[src/rtl/mean_pkg.sv]
`default_nettype none
// ============================================================================
//  Module   : mean_pkg
//  Brief    : Shared types for the mean datapath and its sample packer.
//  Revision : 1.1 - add lane_cnt_width for packer lane-count sizing
// ============================================================================
package mean_pkg;

  localparam int data_width = 16;

  typedef logic [data_width-1:0] t_data;

  localparam int c_MAX_LANES = 16;

  typedef t_data t_data_array [0:c_MAX_LANES-1];

  // Bits needed to hold a lane count in the range 0..n
  function automatic int lane_cnt_width(input int n);
    return $clog2(n + 1);
  endfunction

endpackage
`default_nettype wire

[src/rtl/mean_sample_packer.sv]
`default_nettype none
// ============================================================================
//  Module   : mean_sample_packer
//  Brief    : Packs a serial t_data stream into BUS_WIDTH-lane vectors with a
//             valid/ready handoff, early close via s_last and a vector count.
//  Revision : 1.0 - initial release
// ============================================================================
module mean_sample_packer
  import mean_pkg::*;
#(
  parameter int BUS_WIDTH = 2,
  parameter int CNT_WIDTH = 16
) (
  input  logic                                  clk,
  input  logic                                  rst,
  input  logic                                  s_valid,
  output logic                                  s_ready,
  input  t_data                                 s_data,
  input  logic                                  s_last,
  input  logic                                  o_ready,
  output logic                                  o_valid,
  output t_data                                 o_data [0:BUS_WIDTH-1],
  output logic [lane_cnt_width(BUS_WIDTH)-1:0]  o_count,
  output logic                                  o_last,
  output logic [CNT_WIDTH-1:0]                  o_vec_cnt
);

  localparam int c_PTR_W = (BUS_WIDTH > 1) ? $clog2(BUS_WIDTH) : 1;
  localparam int c_CNT_W = lane_cnt_width(BUS_WIDTH);
  localparam logic [c_PTR_W-1:0] c_LAST_LANE = c_PTR_W'(BUS_WIDTH - 1);

  logic [c_PTR_W-1:0] r_ptr;
  t_data              r_lane [0:BUS_WIDTH-1];
  t_data              w_out_lanes [0:BUS_WIDTH-1];
  logic               w_accept;
  logic               w_handoff;
  logic               w_complete;

  // Input stalls only while a finished vector is still waiting downstream
  assign s_ready    = rst & ~(o_valid & ~o_ready);
  assign w_accept   = s_valid & s_ready;
  assign w_handoff  = o_valid & o_ready;
  assign w_complete = w_accept & ((r_ptr == c_LAST_LANE) | s_last);

  // Lanes below ptr come from assembly, lane ptr is the arriving sample
  always_comb begin
    for (int i = 0; i < BUS_WIDTH; i++) begin
      if (c_PTR_W'(i) < r_ptr) begin
        w_out_lanes[i] = r_lane[i];
      end else if (c_PTR_W'(i) == r_ptr) begin
        w_out_lanes[i] = s_data;
      end else begin
        w_out_lanes[i] = '0;
      end
    end
  end

  always_ff @(posedge clk) begin
    if (!rst) begin
      r_ptr     <= '0;
      r_lane    <= '{default: '0};
      o_valid   <= 1'b0;
      o_data    <= '{default: '0};
      o_count   <= '0;
      o_last    <= 1'b0;
      o_vec_cnt <= '0;
    end else begin
      if (w_handoff) begin
        o_vec_cnt <= o_vec_cnt + CNT_WIDTH'(1);
      end
      if (w_complete) begin
        o_valid <= 1'b1;
        o_data  <= w_out_lanes;
        o_count <= c_CNT_W'(r_ptr) + c_CNT_W'(1);
        o_last  <= s_last;
        r_ptr   <= '0;
        r_lane  <= '{default: '0};
      end else begin
        if (w_handoff) begin
          o_valid <= 1'b0;
        end
        if (w_accept) begin
          r_lane[r_ptr] <= s_data;
          r_ptr         <= r_ptr + c_PTR_W'(1);
        end
      end
    end
  end

endmodule
`default_nettype wire
[config.mk]
export PLATFORM = sky130hd
export DESIGN_NAME = mean_sample_packer
export DESIGN_NICKNAME = d
export VERILOG_FILES = /design/src/rtl/mean_pkg.sv /design/src/rtl/mean_sample_packer.sv
export SDC_FILE = /design/constraint.sdc
export NUM_CORES = 1
export LEC_CHECK = 0
export BUFFER_PORTS_ARGS = -buffer_cell sky130_fd_sc_hd__buf_2
export CAP_MARGIN = 20
export CORE_MARGIN = 5
export CORE_UTILIZATION = 25
export DETAILED_ROUTE_END_ITERATION = 7
export SYNTH_ARGS = -nofsm -noshare
export SYNTH_HDL_FRONTEND = slang
export SYNTH_SLANG_ARGS = --single-unit
[constraint.sdc]
create_clock -name clk -period 2.4 [get_ports clk]
set_input_delay 0.6 -clock clk [delete_from_list [all_inputs] [get_ports clk]]
set_output_delay 0.6 -clock clk [all_outputs]
set_load 0.005 [all_outputs]
==> results_dict.tcl <==
set metrics [dict create \
    dieArea_um2 12400 \
    report.final.setup_viol 0 \
    syn-cell-area_um2 2560 \
    synth-simple-area-share_pct 12.8 \
    dp.final_hpwl_um 4100 \
    areaGrowthSynthToFinish_pct 28.0 \
    crit_path_start "o_valid" \
    post-synth-top-count-cell "dfxtp_1" \
    post-route-cell-area_um2 3280 \
    drt_pass1_iterations 4 \
    synth.mux.area_fraction_pct 6.24 \
    finalSetupTns_ns 0 \
    worst_pin_slew_ns 0.819 \
    r2r_cells 4 \
    grt_max_degree 35 \
    crit_path_end_kind "primary output" \
    synthAdderAreaFrac_pct 0.488 \
    cts_buffers 9 \
    avgRoutedWirePerCell_um 13.4 \
    mappedNetlistNets 266 \
    synthXorXnorAreaFrac_pct 3.76 \
    synth_compound_area_share_pct 19.5 \
    yosysTopAreaCellShare_pct 53.9 \
    met3WireLength_um 380 \
    ys.flop_type "dfxtp_1" \
    cts_buffer_depth 2 \
    port_buffers 73 \
    synth.ff_latch_count 69 \
    synth_top_cell_by_area "dfxtp_1" \
    crit_arrival_ns 1.25 \
    cts_tree "built" \
    path_max_fanout 7 \
    num_vias 2078 \
    antennaDiodeCount 0 \
    core-area_um2 10200 \
    synth-edff-count 0 \
    status "complete, no violations" \
    regToRegEndpoint "o_vec_cnt[15]" \
    holdPathStages 1 \
    drive_gt1_share_pct 28.8 \
    syn_inst 244 \
    cts_root_buf "clkbuf_8" \
    ir_drop_mv 0.221 \
    insertion_delay_ns 0.34 \
    start_kind "flip-flop" \
    gr-total-overflow 0 \
    grt_pass1_wl_um 10200 \
    clkTransAtPathRegs_ns 0.07 \
    routed-wl-met2_um 2790 \
    initial_core_util_pct 25.2 \
    min_from "o_count[0]" \
    grt_pass1_vias 2063 \
    die_h_um 111 \
    powerDensity_nw_per_um2 731 \
    first_iter_violations 112 \
    synthArstFlopShare_pct 0 \
    finalHoldViolCount 0 \
    synth_area_leaders "dfxtp_1 54%, a22o_1 11%, mux2i_1 6.2%" \
    drc 0 \
    reg2reg_slack_ns 0.85 \
    grt_usage_pct 10.1 \
    holdWs_ns 0.449 \
    io_pins 74 \
    post-route-util_pct 32.2 \
    synth_top_family_by_area "compound AO/OA/AOI/OAI gates" \
    rows 37 \
    cts_resized 0 \
    synth_warnings 0 \
    final_cells 459 \
    drv_cap 0 \
    hold_buffers 0 \
    dp.cells 443 \
    synthTopCellsByCount "69 x dfxtp_1, 32 x a22o_1, 30 x nor2_1, 18 x a21o_1, 16 x mux2i_1" \
    antenna_found_initial 0 \
    drv_slew 0 \
    top_layer "met4" \
    holdPathEnd "o_count[0]" \
    finalCritPeriodShare_pct 76.9 \
    cts.sinks 69 \
    synth.distinct_cells 33 \
    hp-class "flip-flop to flip-flop" \
    fmax_ghz 0.542 \
    rr_startpoint "o_vec_cnt[2]" \
    fin_worst_skew_ns 0.0147 \
    cts_setup_buffers 0 \
    slew-limit-headroom_pct 45.4 \
    syn_avg_cell_area_um2 10.5 \
    crit_required_ns 1.80 \
    place_congestion 0.709 \
    detailed_place.area_um2 3070 \
    wl_um 6160 \
    drt-met1-wl_um 2930 \
    htree_levels 3 \
    nFillCells 1056 \
    rsz0062_at_grt "no" \
    fin_nets 340 \
    min_period_ns 1.85 \
    crit_type "flip-flop to primary output" \
    vias_per_cell 4.53 \
    p_leak_nw 1.62 \
    fp.dieW_um 111 \
    drtAntennaViolNets 0 \
    ys_seq_area_share_pct 53.9 \
]
[through the flow]
stage,total power [mW],setup WS (ns)
2_1_floorplan,1.32,0.711
3_3_place_gp,1.40,0.504
3_5_place_dp,1.40,0.486
4_1_cts,2.45,0.511
5_1_grt,2.53,0.435
6_report,2.40,0.555
[where the power goes]
| group | internal, mW | leakage [nW] | total [mW] | switching, mW |
|---|---|---|---|---|
| logic | 0.0774 | 0.961 | 0.171 | 0.0940 |
| clock network | 0.590 | 0.104 | 1.03 | 0.438 |
| registers | 1.18 | 0.560 | 1.20 | 0.0197 |
[layout by cell type, fill, tap and decap left out, drive strengths merged, types with 2 or more instances in the layout]
cell type | Yosys | final
nand2 | 7 | 7
and4 | 4 | 4
xnor2 | 4 | 4
a21o | 18 | 18
mux2i | 16 | 16
or3 | 3 | 3
o21ai | 5 | 5
nand3 | 6 | 6
nor3 | 2 | 2
xor2 | 7 | 7
clkbuf | 2 | 11
nor4 | 2 | 2
buf | 12 | 77
nand4 | 6 | 6
bufinv | 0 | 2
nor2 | 31 | 31
dfxtp | 69 | 69
a21oi | 7 | 7
a22o | 32 | 32
clkinv | 1 | 3
[worst max-delay path, stage by stage (launching register included)]
cell     delay (ns)
dfxtp_1        0.42
nor2b_1        0.26
nor2_1         0.10
buf_2          0.14
[state kept, by name, indices dropped and copies added (netlist names)]
| register | cells |
|---|---|
| o_data | 32 |
| o_vec_cnt | 16 |
| r_lane | 16 |
| o_count | 2 |
| o_last | 1 |
| o_valid | 1 |
| r_ptr | 1 |
[routing by layer]
metal	global-route usage, %	vias up
met1	13.0	981
li1	-	1039
met4	2.68	0
met5	0	-
met3	3.98	5
met2	15.7	53
[how the worst max path moves through the flow]
stage                       to  depth (start not counted)
finish                 s_ready                          3
global route           s_ready                          3
CTS                    s_ready                          3
detailed placement  o_data[24]                          6
global placement    r_lane[30]                          6
floorplan           o_data[18]                          6
[area by class of cell]
class,instances,area (µm²),area share [%]
tap,136,170,5.18
clock inverter,5,85.1,2.59
timing repair buffer,77,408,12.4
inverter,2,7.51,0.229
sequential,69,1380,42.1
clock buffer,11,131,4.00
multi-input combinational,159,1100,33.5
[kinds of logic after synthesis]
| logic type | after synthesis |
|---|---|
| AO/OA/AOI/OAI | 65 |
| XOR/XNOR | 11 |
| adder cells (fa/ha/maj) | 1 |
| buffers and inverters | 16 |
| flip-flops | 69 |
| multiplexers | 16 |
| AND/OR/NAND/NOR | 66 |
Power figures use the tool's default switching activity.
